$ cat config.mk
export PLATFORM = sky130hd
export DESIGN_NAME = rect_frame_sequencer
export DESIGN_NICKNAME = d
export VERILOG_FILES = /design/src/rtl/rect_frame_sequencer.sv
export SDC_FILE = /design/constraint.sdc
export NUM_CORES = 1
export LEC_CHECK = 0
export ABC_CLOCK_PERIOD_IN_PS = 6570
export CAP_MARGIN = 20
export CELL_PAD_IN_SITES_DETAIL_PLACEMENT = 1
export CELL_PAD_IN_SITES_GLOBAL_PLACEMENT = 2
export CORE_UTILIZATION = 26
export DETAILED_ROUTE_END_ITERATION = 8
export PLACE_DENSITY = 0.91
export SLEW_MARGIN = 20
export SYNTH_ARGS = -nofsm -noshare
export SYNTH_HDL_FRONTEND = slang
export SYNTH_SLANG_ARGS = --single-unit
$ cat constraint.sdc
create_clock -name clk -period 6.57 [get_ports clk]
set_input_delay 0.9855 -clock clk [delete_from_list [all_inputs] [get_ports clk]]
set_output_delay 0.9855 -clock clk [all_outputs]
set_load 0.01 [all_outputs]
$ cat src/rtl/rect_frame_sequencer.sv
// Program/pixel bus master for a chain of rect_renderer stages.
// Ports: cmd_* in (valid/ready), frame_start/bg_color/pix_ready in; program_out, x/y/data_out, pix_valid, frame_busy/done, bad_cmd out.
module rect_frame_sequencer #(
  parameter int SCREEN_W = 1080,
  parameter int SCREEN_H = 2160,
  parameter int NUM_REGS = 5
) (
  input  logic        clk,
  input  logic        rst_n,
  input  logic        cmd_valid,
  output logic        cmd_ready,
  input  logic [10:0] cmd_shape,
  input  logic [2:0]  cmd_reg,
  input  logic [31:0] cmd_data,
  input  logic        frame_start,
  input  logic [31:0] bg_color,
  input  logic        pix_ready,
  output logic        program_out,
  output logic [10:0] x_out,
  output logic [11:0] y_out,
  output logic [31:0] data_out,
  output logic        pix_valid,
  output logic        frame_busy,
  output logic        frame_done,
  output logic        bad_cmd
);

  typedef enum logic [1:0] {IDLE, SCAN, DONE} state_t;

  localparam logic [10:0] X_LAST  = 11'(SCREEN_W - 1);
  localparam logic [11:0] Y_LAST  = 12'(SCREEN_H - 1);
  localparam logic [3:0]  REG_LIM = 4'(NUM_REGS);

  state_t state;
  logic   start_pend;
  logic   x_end;
  logic   y_end;

  assign cmd_ready = rst_n & (state == IDLE);
  assign x_end     = (x_out == X_LAST);
  assign y_end     = (y_out == Y_LAST);

  always_ff @(posedge clk or negedge rst_n) begin
    if (!rst_n) begin
      state       <= IDLE;
      start_pend  <= 1'b0;
      program_out <= 1'b0;
      x_out       <= '0;
      y_out       <= '0;
      data_out    <= '0;
      pix_valid   <= 1'b0;
      frame_busy  <= 1'b0;
      frame_done  <= 1'b0;
      bad_cmd     <= 1'b0;
    end else begin
      program_out <= 1'b0;
      bad_cmd     <= 1'b0;
      frame_done  <= 1'b0;
      unique case (state)
        IDLE: begin
          pix_valid  <= 1'b0;
          frame_busy <= 1'b0;
          if (cmd_valid) begin
            // A command wins; remember the frame request for later.
            if (frame_start)
              start_pend <= 1'b1;
            if ({1'b0, cmd_reg} >= REG_LIM) begin
              bad_cmd <= 1'b1;
            end else begin
              program_out <= 1'b1;
              x_out       <= cmd_shape;
              y_out       <= {9'd0, cmd_reg};
              data_out    <= cmd_data;
            end
          end else if (frame_start | start_pend) begin
            start_pend <= 1'b0;
            state      <= SCAN;
            x_out      <= '0;
            y_out      <= '0;
            data_out   <= bg_color;
            pix_valid  <= 1'b1;
            frame_busy <= 1'b1;
          end
        end
        SCAN: begin
          if (pix_ready) begin
            if (x_end && y_end) begin
              state      <= DONE;
              pix_valid  <= 1'b0;
              frame_done <= 1'b1;
            end else if (x_end) begin
              x_out    <= '0;
              y_out    <= y_out + 12'd1;
              data_out <= bg_color;
            end else begin
              x_out    <= x_out + 11'd1;
              data_out <= bg_color;
            end
          end
        end
        DONE: begin
          // frame_busy covers the DONE cycle and falls with IDLE.
          state      <= IDLE;
          frame_busy <= 1'b0;
        end
        default: state <= IDLE;
      endcase
    end
  end

endmodule

# == Word level (Yosys, flattened, before mapping) ==
# Index checks and enable logic that the tools add are counted.
# op_classes
n_addsub,2
multipliers,0
n_div,0
order_cmp,1
n_eq_ne,13
shifts,0
mux,43
bitwise_logic,2
n_reduce_logical,10
# ops
op,count
2-to-1 mux 32 bit,5
2-to-1 mux 12 bit,6
2-to-1 mux 11 bit,6
case mux 32 bit (2 select lines),1
case mux 12 bit (2 select lines),1
case mux 11 bit (2 select lines),1
2-to-1 mux 1 bit,16
adder 12 x 1 -> 12 bit (second input constant),1
equality test 12 bit (second input constant),1
adder 11 x 1 -> 11 bit (second input constant),1
equality test 11 bit (second input constant),1
!= test 2 bit (second input constant),5
2-to-1 mux 2 bit,4
AND reduction 3 bit,2
AND reduction 6 bit,1
nonzero test 2 bit,3
AND reduction 5 bit,1
!= test 2 x 1 -> 1 bit (second input constant),2
case mux 1 bit (2 select lines),2
case mux 2 bit (2 select lines),1
AND reduction 4 bit,1
greater-or-equal comparator 3 bit (second input constant),1
!= test 3 x 2 -> 1 bit (second input constant),1
!= test 3 bit (second input constant),1
6 further kinds,6
# word_totals
register_bits,63
latchBits,0
mem_bits_rw,0
rom_bits,0
inputBits,83
out_inout_bits,61
word_cells,81
n_memories,0

# == Depth between registers and ports, before layout ==
# Gate-level depths: netlist (run 1).
# logic_depth
depth_word,5
mapped_depth,8
ltp_nobuf,6

# == Worst setup path before layout (run 1) ==
# No wires, ideal clock.
# synth_timing
path_kind,register -> register
startpoint,register x_out[0]
endpoint,register y_out[11]
setup_time_ns,0.069
arrival_time_ns,2.475
required_time_ns,6.501
path_slack_ns,4.026
stages_incl_launch_ff,7
path_buffers,0
period_less_slack_ns,2.544
cell_sequence,dfrtp_1 ha_1 or4bb_1 or3_4 or3_4 or4_1 nand3_1
# synth_via
elab_chain_cells,4
word_cells_on_any_way,5
classes_between,eq/ne (3); reduce/logical (2)
# synth_lines
item,line,text
from (decl),19,"output logic [10:0] x_out,"
from (signal assigned),71,x_out <= cmd_shape;
from (signal assigned),96,x_out <= x_out + 11'd1;
equality test 11 bit *,40,assign x_end = (x_out == X_LAST);
logical AND 1 bit,87,if (x_end && y_end) begin
!= test 2 bit (no source line),--,
AND reduction 6 bit (no source line) *,--,
to (signal assigned),72,"y_out <= {9'd0, cmd_reg};"
to (signal assigned),93,y_out <= y_out + 12'd1;
to (decl),20,"output logic [11:0] y_out,"
# Mark *: on every way between the ends. The rest lies on a longest branch, timed or not.
# A chain may end at the register's enable or synchronous reset.

# == Worst setup path after layout (run 1) ==
# layout_timing
startpoint,input port cmd_valid
endpoint,register data_out[31]
# layout_via
elab_chain_cells,2
word_cells_on_any_way,5
classes_between,eq/ne (2); mux (2); reduce/logical (1)
# layout_lines
item,line,text
from (decl),10,"input logic cmd_valid,"
!= test 3 bit (no source line) (tied with other cells),--,
AND reduction 5 bit (no source line) or case mux 32 bit (2 select lines) (tied branches),--,
to (signal assigned),73,data_out <= cmd_data;
to (signal assigned),80,data_out <= bg_color;
to (signal assigned),94,data_out <= bg_color;
to (decl),21,"output logic [31:0] data_out,"
# Parallel ways exist; a longest one is shown, timed or not.

==> key figures, run 1 <==
Place
  – DP HPWL: 7850 um
  – GP Congestion: about 0.73
  – Port Buffers: 143
  – Cells after DPL: approximately 640
  – Worst slack, placed: 2.49 ns
  – Post-DP Area: 0.00491 mm^2

Detailed routing
  – DRC viols: 0
  – Drt first pass iters: 4
  – WL final: 10800 um
  – Initial DRC count: 153
  – Total number of vias: between 3000 and 4000
  – Vias per cell: 5.00
  – Wire per inst: approximately 16 um
  – Antenna Nets Post-Route: 0

Critical path
  – CP Capture Type: flop
  – Reg-to-reg setup timing slack: 3.34 ns
  – End point of the critical path: data_out[31]$_DFFE_PN0P_
  – Delay-heaviest family, CP: simple AND/OR/NAND/NOR gates
  – RR Endpoint: data_out[31]$_DFFE_PN0P_
  – CP peak stage delay: 0.59 ns
  – Worst reg-to-reg path cell count: 7
  – Buf+Inv Stages, Crit Path: 2
  – Setup CP Type: in -> reg
  – Worst Path Max Fanout: 40
  – Critical Path Source Type: input pin
  – Cell with the largest stage delay on the worst path: or2_2
  – Worst reg2reg path startpoint: x_out[0]$_DFFE_PN0P_
  – Worst EP required: 6.74 ns
  – Worst setup path start: cmd_valid
  – Crit path cell chain: clkdlybuf4s50_1 -> or4_1 -> nand3_2 -> buf_4 -> or2_2 -> o21ai_0
  – Critical path arrival: 3.87 ns
  – CP Depth: 6

Die
  – Initial Util: between 20% and 30%
  – Die Y: 115 um
  – Die ar.: roughly 0.013 mm^2
  – Num ports: 144
  – Rows: 40
  – Die W: 115 um
  – Core area: 0.0122 mm^2

STA
  – Max Fclk: roughly 270 MHz
  – Sum Neg Setup Slack: 0 ns
  – Post-Route Skew: 0.00909 ns
  – Unrepaired setup endpoints after global routing: no
  – Setup WS post-layout: 2.87 ns
  – Minimum clock period: 3.70 ns
  – Final Max Tran Viols: 0
  – Fin. Hold Viols: 0
  – Period utilisation layout: a little under three fifths
  – Final setup violation count: 0
  – Slew @ Worst Pin: 0.837 ns
  – Relative slew slack: 44.2%

Power and ir drop
  – PwrDens: around 320 mW/mm^2
  – Leakage: 1.96 nW
  – Maximum vdd drop: 0.108 mV

Yosys
  – Post-Synthesis Net Count: 438
  – Gate Count Post-Synth: ~350
  – Share of flip-flops with an asynchronous set or reset: 100%
  – Synth Register Bits: 63
  – Number of flops mapped to enable cells by yosys: 0
  – Synthesized cell area: 0.00332 mm^2
  – Yosys Warn Count: 0
  – Synthesized area per cell: 9.41 um^2
  – Yosys top cell area share: 47.5%
  – Synth unique cells: 43
  – Main area contributors after synthesis: dfrtp_1 47%, o21ai_0 12%, mux2i_1 9.9%
  – Synth area leader: dfrtp_1
  – Most used DFF post-synth: dfrtp_1
  – Seq/Total Area, Yosys: 47.5%

GRT
  – First-pass GRT wire length: 17700 um
  – Vias in the first global route: roughly 3400
  – Largest net degree at the start of global routing: 65
  – Gr usage total: ~17%
  – Grt ovf: 0
  – Antenna violations before repair: 0

Clock network
  – Worst-path clk slew: 0.05 ns
  – Clk sinks: 63
  – Maximum clock path buffer count: 2
  – Worst-skew pair later-pin latency: 0.33 ns
  – Setup Buffers After CTS: 0
  – # hold bufs at CTS: 0
  – Gates resized, CTS repair: 0
  – CTS tree: yes
  – CTS Buf Count: 9
  – CTS root buf: clkbuf_16
  – Htree depth: 3

Layout
  – Final nets: between 500 and 600
  – Inserted Diodes: 0
  – Post-route cell area: 0.00525 mm^2
  – Area Growth Syn to Fin: 58.0%
  – Non-Filler Instances: 659
  – Most frequent cells in the layout: 142 x clkdlybuf4s50_1, 80 x o21ai_0, 63 x dfrtp_1
  – Share of cells above drive strength 1: 6.31%
  – Commonest non-fill, non-tap cell in the layout: clkdlybuf4s50_1

Hold path
  – Hold Path Class: reg -> reg
  – Hold path startpoint: frame_busy$_DFFE_PN0P_

Job
  – Maxcap violations: 0

Status
  – Status: finished clean
[Yosys cell counts (6+ instances only)]
cell type	count
buf_2	6
clkbuf_1	20
or4_1	7
a31oi_1	7
mux2i_1	33
o31ai_1	13
nand3_1	16
nor2_1	17
inv_1	6
a21oi_1	11
o21ai_0	80
nand2_1	17
and3_1	6
dfrtp_1	63
[sequential cells by signal, summed over array words and instances (netlist names)]
register and count:
frame_done 1, bad_cmd 1, data_out 32, x_out 11, frame_busy 1, start_pend 1, pix_valid 1, state 2
program_out 1, y_out 12
[kinds of logic (layout without fill, tap and decap cells)]
family | Yosys count | count (layout) | synth area share, %
muxes | 34 | 34 | 10.3
adders and majority gates | 2 | 2 | 0.753
and+or+nand+nor | 91 | 91 | 15.3
buffers and inverters | 33 | 171 | 3.96
AOI/OAI and AO/OA | 130 | 130 | 22.2
DFF | 63 | 63 | 47.5
[worst min-delay path by stage]
stage	end	slack, ns	cells past startpoint
finish	frame_busy$_DFFE_PN0P_	0.50	2
global route	data_out[3]$_DFFE_PN0P_	0.53	2
CTS	frame_busy$_DFFE_PN0P_	0.50	2
detailed placement	frame_busy$_DFFE_PN0P_	0.49	2
global placement	frame_busy$_DFFE_PN0P_	0.47	2
floorplan	start_pend$_DFFE_PN0P_	0.47	2
[metrics by stage]
| step | utilization (%) | power (mW) | hold slack, ns |
|---|---|---|---|
| 6_report | 43.0 | 1.69 | 0.497 |
| 5_1_grt | 43.0 | 1.80 | 0.531 |
| 4_1_cts | 43.0 | 1.72 | 0.502 |
| 2_1_floorplan | - | 0.823 | 0.472 |
| 3_3_place_gp | 40.2 | 1.14 | 0.474 |
| 3_5_place_dp | 40.2 | 1.16 | 0.489 |
[metal layers]
layer	global-route usage (%)	part of all wire, %
met1	20.7	42
met2	29.2	50
met3	5.85	7.0
met4	4.42	0.72
met5	0	0
[report_power, final]
part	total, mW	internal, mW	switching [mW]
clock network	0.544	0.381	0.163
registers	0.591	0.487	0.104
logic	0.556	0.305	0.251
total	1.69	1.17	0.518
[tightest hold or removal path, stage by stage, from the launching register on]
cell and delay [ns]:
dfrtp_1 0.34, nand2_1 0.06, nand2_1 0.06
[layout make-up]
| class | instances | area (um^2) |
|---|---|---|
| fill | 1416 | 6970 |
| multi-input combinational | 257 | 1630 |
| sequential | 63 | 1580 |
| timing repair buffer | 149 | 1470 |
| clock buffer | 13 | 250 |
| tap | 168 | 210 |
| clock inverter | 3 | 90.1 |
| inverter | 6 | 22.5 |
No activity file was read; power rests on OpenSTA's default activity.
==> inputs of run 2 (changes only) <==
--- a/config.mk
+++ b/config.mk
@@ -5,13 +5,13 @@
 export SDC_FILE = /design/constraint.sdc
 export NUM_CORES = 1
 export LEC_CHECK = 0
-export ABC_CLOCK_PERIOD_IN_PS = 6570
+export ABC_CLOCK_PERIOD_IN_PS = 3550
 export CAP_MARGIN = 20
 export CELL_PAD_IN_SITES_DETAIL_PLACEMENT = 1
 export CELL_PAD_IN_SITES_GLOBAL_PLACEMENT = 2
-export CORE_UTILIZATION = 26
+export CORE_UTILIZATION = 24
 export DETAILED_ROUTE_END_ITERATION = 8
-export PLACE_DENSITY = 0.91
+export PLACE_DENSITY = 0.86
 export SLEW_MARGIN = 20
 export SYNTH_ARGS = -nofsm -noshare
 export SYNTH_HDL_FRONTEND = slang
==> constraint.sdc (replaced) <==
create_clock -name clk -period 3.55 [get_ports clk]
set_input_delay 0.5325 -clock clk [delete_from_list [all_inputs] [get_ports clk]]
set_output_delay 0.5325 -clock clk [all_outputs]
set_load 0.01 [all_outputs]
==> run 2 against run 1 <==
Against the previous run:
- via count rose by 1.2%
- sequential share of layout area rose by 0.093 points
- design area fell by 0.31%
- clock skew fell by 0.0029 ns
- clock power rose by 61%
- critical path depth did not move
- cell count rose by 1.7%
- wire length rose by 6.8%
- critical path type is now reg -> reg
- largest power group unchanged
==> key figures, run 2 (same netlist as run 1, synthesis figures left out) <==
Layout
  – Area Growth Syn to Fin: 57.5%
  – Commonest non-fill, non-tap cell in the layout: clkdlybuf4s50_1
  – Fillcell total: 1558
  – Most frequent cells in the layout: 142 x clkdlybuf4s50_1, 80 x o21ai_0, 63 x dfrtp_1
  – Post-layout util: between 30% and 40%
  – Inserted Diodes: 0
  – Post-route cell area: 0.00523 mm^2
  – Area of the multi-input gates: approximately 0.0016 mm^2
  – Final nets: 574
  – Share of cells above drive strength 1: under 10%
  – Biggest regs: data_out x32, y_out x12, x_out x11
  – Reg area: 0.00158 mm^2
  – Max reg flops: 32
  – Most flop-heavy register: data_out

Detailed routing
  – WL final: roughly 12000 um
  – Drt first pass iters: 4
  – Vias per cell: 4.98
  – DRC viols: 0
  – Total number of vias: around 3300
  – Antenna Nets Post-Route: 0
  – Wire per inst: 17.2 um
  – Initial DRC count: 143

Die
  – Rows: 42
  – Core area: around 0.013 mm^2
  – Die ar.: roughly 0.014 mm^2
  – Die Y: 120 um
  – Initial Util: 24.9%
  – Die W: roughly 120 um
  – Num ports: 144

STA
  – Minimum clock period: approximately 2.8 ns
  – Fin. Hold Viols: 0
  – Sum Neg Setup Slack: 0 ns
  – Max Fclk: 358 MHz
  – Post-Route Skew: 0.00618 ns
  – Period utilisation layout: roughly 79%
  – Slew @ Worst Pin: roughly 0.85 ns
  – Final Max Tran Viols: 0
  – Final setup violation count: 0
  – Unrepaired setup endpoints after global routing: no
  – Relative slew slack: between 40 and 50%

GRT
  – Gr usage total: 16.6%
  – Grt ovf: 0
  – Met2 GRT Util: 28.0%
  – Largest net degree at the start of global routing: 64
  – Antenna violations before repair: 0
  – Met3 Usage GRT: ~5.3%
  – GRT Max-Usage Layer: met2
  – Vias in the first global route: between 3000 and 4000
  – First-pass GRT wire length: 18400 um
  – Met1 usage: 20.0%

Clock network
  – Worst-path clk slew: 0.05 ns
  – CTS root buf: clkbuf_16
  – Gates resized, CTS repair: 0
  – Worst-skew pair later-pin latency: 0.33 ns
  – Maximum clock path buffer count: 2
  – CTS tree: yes
  – Clk sinks: 63
  – # hold bufs at CTS: 0
  – Setup Buffers After CTS: 0
  – Htree depth: 3
  – CTS Buf Count: 9

Critical path
  – CP Capture Type: flop
  – Reg-to-reg setup timing slack: about 0.75 ns
  – Setup CP Type: reg -> reg
  – Worst EP required: 3.72 ns
  – Critical path arrival: 2.96 ns
  – Critical Path Source Type: flop
  – Worst Path Max Fanout: 40

Hold path
  – Hold Path Class: in -> async

Job
  – Maxcap violations: 0

Power and ir drop
  – Maximum vdd drop: 0.180 mV
  – PwrDens: between 500 and 600 mW/mm^2
  – Leakage: 1.96 nW

Place
  – Post-DP Area: 0.00494 mm^2
  – DP HPWL: between 8000 and 9000 um
  – GP Congestion: 0.761
  – Port Buffers: 143

Status
  – Status: finished clean
==> run 2: cell types whose count changed in the layout (fill, tap and decap cells not counted) <==
cell and delta:
bufinv_16 -2, clkinv_2 +3, clkbuf_1 -1, buf_4 +3
==> run 2: routing by layer <==
metal  vias up  routed length [um]
met5         -                   0
met4         0                 140
met3        10                 735
met2        91                5690
met1      1649                4960
li1       1584                   -
==> run 2: area by class of cell <==
cell class	instances	share of cell area, %
multi-input combinational	257	31.1
inverter	6	0.431
clock inverter	4	0.861
clock buffer	12	4.71
sequential	63	30.1
timing repair buffer	152	28.6
tap	176	4.21
==> run 2: power by group <==
group | internal [mW] | switching (mW)
sequential | 0.901 | 0.195
clock | 0.559 | 0.317
combinational | 0.569 | 0.475
==> run 2: worst paths after layout <==
path	startpoint	end	cells after the start
worst max-delay path	x_out[0]$_DFFE_PN0P_	data_out[1]$_DFFE_PN0P_	6
worst min-delay path	rst_n	y_out[5]$_DFFE_PN0P_	2
worst max register to register	x_out[0]$_DFFE_PN0P_	data_out[1]$_DFFE_PN0P_	6
worst min register to register	frame_busy$_DFFE_PN0P_	frame_busy$_DFFE_PN0P_	2
max in group asynchronous	rst_n	data_out[6]$_DFFE_PN0P_	2
min in group clk	frame_busy$_DFFE_PN0P_	frame_busy$_DFFE_PN0P_	2
==> run 2: worst max-delay path: stages, from the launching register on <==
cell	delay, ns
dfrtp_1	0.40
ha_1	0.20
or4bb_1	0.57
or3_4	0.44
nor3_4	0.20
or2_2	0.59
o21ai_0	0.22
==> run 2: metrics by stage <==
stage	std cells	power [mW]	worst slack, ns	hold WS [ns]
2_1_floorplan	353	1.52	1.01	0.237
3_3_place_gp	654	2.12	0.775	0.466
3_5_place_dp	654	2.16	0.703	0.478
4_1_cts	670	3.06	0.716	0.494
5_1_grt	670	3.20	0.556	0.533
6_report	670	3.02	0.754	0.437
==> inputs of run 3 (changes only) <==
--- a/config.mk
+++ b/config.mk
@@ -5,7 +5,7 @@
 export SDC_FILE = /design/constraint.sdc
 export NUM_CORES = 1
 export LEC_CHECK = 0
-export ABC_CLOCK_PERIOD_IN_PS = 3550
+export ABC_CLOCK_PERIOD_IN_PS = 2600
 export CAP_MARGIN = 20
 export CELL_PAD_IN_SITES_DETAIL_PLACEMENT = 1
 export CELL_PAD_IN_SITES_GLOBAL_PLACEMENT = 2
==> constraint.sdc (replaced) <==
create_clock -name clk -period 2.6 [get_ports clk]
set_input_delay 0.39 -clock clk [delete_from_list [all_inputs] [get_ports clk]]
set_output_delay 0.39 -clock clk [all_outputs]
set_load 0.01 [all_outputs]
==> run 3 against run 2 <==
Against the previous run:
- highest routed layer unchanged
- cell count is 2.2% higher
- global-route usage increased by 0.32 points
- power grew 39%
- non-clock buffer count increased by 16
==> key figures, run 3 (same netlist as run 1, synthesis figures left out) <==
Status
  – Status: finished clean

Detailed routing
  – Antenna Nets Post-Route: 0
  – WL final: between 10000 and 15000 um
  – Wire per inst: 17.3 um
  – Drt first pass iters: 4
  – Total number of vias: roughly 3400
  – Vias per cell: 4.96
  – Initial DRC count: 141
  – DRC viols: 0

Layout
  – Inserted Diodes: 0
  – Most frequent cells in the layout: 142 x clkdlybuf4s50_1, 80 x o21ai_0, 63 x dfrtp_1
  – Area Growth Syn to Fin: 61.2%
  – Most flop-heavy register: data_out
  – Biggest regs: data_out x32, y_out x12, x_out x11
  – Max reg flops: 32
  – Share of cells above drive strength 1: 9.82%
  – Final nets: 590
  – Post-route cell area: 0.00535 mm^2
  – Commonest non-fill, non-tap cell in the layout: clkdlybuf4s50_1

Critical path
  – Reg-to-reg setup timing slack: 0.11 ns
  – Critical Path Source Type: flop
  – Most numerous cell on the critical path: or3_4
  – Critical path arrival: 2.75 ns
  – CP Capture Type: flop
  – Crit path cell chain: ha_2 -> or4bb_1 -> or3_4 -> or3_4 -> or4_1 -> nand3_1
  – End point of the critical path: y_out[11]$_DFFE_PN0P_
  – Worst reg2reg path startpoint: x_out[1]$_DFFE_PN0P_
  – Buf+Inv Stages, Crit Path: 0
  – CP Depth: 6
  – Cell with the largest stage delay on the worst path: or4bb_1
  – Worst reg-to-reg path cell count: 6
  – Worst EP required: approximately 2.9 ns
  – RR Endpoint: y_out[11]$_DFFE_PN0P_
  – Delay-heaviest family, CP: simple AND/OR/NAND/NOR gates
  – CP peak stage delay: 0.50 ns
  – Worst setup path start: x_out[1]$_DFFE_PN0P_
  – Worst Path Max Fanout: 5
  – Setup CP Type: reg -> reg

GRT
  – Met3 Usage GRT: 5.13%
  – Largest net degree at the start of global routing: 64
  – Met1 usage: 19.6%
  – Grt ovf: 0
  – Antenna violations before repair: 0
  – GRT Max-Usage Layer: met2
  – Vias in the first global route: 3732
  – Gr usage total: 17.0%
  – First-pass GRT wire length: 19200 um
  – Met2 GRT Util: 29.4%

Clock network
  – CTS tree: yes
  – CTS Buf Count: 9
  – CTS root buf: clkbuf_16
  – # hold bufs at CTS: 0
  – Worst-skew pair later-pin latency: 0.33 ns
  – Maximum clock path buffer count: 2
  – Worst-path clk slew: 0.05 ns
  – Htree depth: 3
  – Clk sinks: 63

Place
  – Port Buffers: around 140
  – Post-DP Area: 0.00506 mm^2
  – GP Congestion: between 0.7 and 0.8
  – DP HPWL: 8570 um

STA
  – Minimum clock period: 2.49 ns
  – Unrepaired setup endpoints after global routing: no
  – Sum Neg Setup Slack: 0 ns
  – Max Fclk: 402 MHz
  – Final Max Tran Viols: 0
  – Period utilisation layout: between 90 and 100%
  – Fin. Hold Viols: 0
  – Slew @ Worst Pin: ~0.86 ns
  – Post-Route Skew: 0.00638 ns
  – Relative slew slack: a little over two fifths
  – Final setup violation count: 0

Die
  – Rows: 42
  – Initial Util: around a quarter
  – Die W: 120 um
  – Die Y: 120 um
  – Num ports: 144
  – Core area: 0.0133 mm^2
  – Die ar.: 0.0143 mm^2

Power and ir drop
  – Maximum vdd drop: between 0.2 and 0.3 mV
  – Comb pwr share: between 30% and 40%
  – Part of the power in registers: 34.2%
  – P_sw: 1.36 mW
  – Net Sw Frac: 32.5%
  – Leakage: 2.03 nW
  – Internal power: 2.82 mW
  – Part of the power in the clock network: 27.2%
  – PwrDens: slightly below 800 mW/mm^2

Hold path
  – Hold Path Class: in -> async

Job
  – Maxcap violations: 0
[run 3: cell count changes in the layout (fill, tap and decap cells not counted)]
cell and change:
clkinv_2 -3, ha_2 +1, clkbuf_1 +1, bufinv_16 -1, ha_1 -1, clkbuf_8 +2
buf_12 +1, buf_4 +15
[run 3: cell type report]
type / instances / area (um^2)
Tap cell: 176 / 220
Multi-Input combinational cell: 257 / 1630
Fill cell: 1583 / 8000
Sequential cell: 63 / 1580
Clock buffer: 15 / 278
Inverter: 6 / 22.5
Timing Repair Buffer: 168 / 1630
[run 3: metal layers]
metal / routed length [um] / up-vias
li1: - / 1624
met1: 5020 / 1656
met2: 5860 / 104
met3: 712 / 17
met4: 239 / 0
met5: 0 / -
[run 3: power groups by stage]
| stage | Sequential [mW] | Clock, mW | Combinational, mW |
|---|---|---|---|
| floorplan | 1.54 | 0 | 0.536 |
| global placement | 1.42 | 0 | 1.58 |
| detailed placement | 1.44 | 0 | 1.62 |
| CTS | 1.43 | 1.17 | 1.63 |
| global route | 1.47 | 1.21 | 1.76 |
| finish | 1.43 | 1.14 | 1.62 |
[run 3: worst min path at each step]
| stage | depth (start not counted) | slack (ns) | start | endpoint |
|---|---|---|---|---|
| after global placement | 2 | 0.47 | frame_busy$_DFFE_PN0P_ | frame_busy$_DFFE_PN0P_ |
| after global routing | 2 | 0.38 | rst_n | y_out[10]$_DFFE_PN0P_ |
| after CTS | 2 | 0.35 | rst_n | y_out[10]$_DFFE_PN0P_ |
| final | 2 | 0.29 | rst_n | y_out[10]$_DFFE_PN0P_ |
| after floorplan | 0 | 0.09 | rst_n | bad_cmd$_DFF_PN0_ |
| after detailed placement | 2 | 0.47 | frame_busy$_DFFE_PN0P_ | frame_busy$_DFFE_PN0P_ |
[run 3: timing repair]
action | CTS | global route
setup buffers | 0 | 1
endpoints found under the setup margin | 0 | 1
resized for setup | 0 | 1
[run 3: per-stage QoR]
step | power (mW) | cells | hold slack, ns | util, % | worst slack, ns
6_report | 4.18 | 685 | 0.294 | 40.1 | 0.112
4_1_cts | 4.23 | 684 | 0.346 | 40.0 | 0.0490
3_3_place_gp | 3.00 | 669 | 0.471 | 37.9 | 0.130
2_1_floorplan | 2.08 | 353 | 0.0944 | - | 0.0556
3_5_place_dp | 3.06 | 669 | 0.474 | 37.9 | 0.0615
5_1_grt | 4.44 | 685 | 0.384 | 40.1 | 0.0166
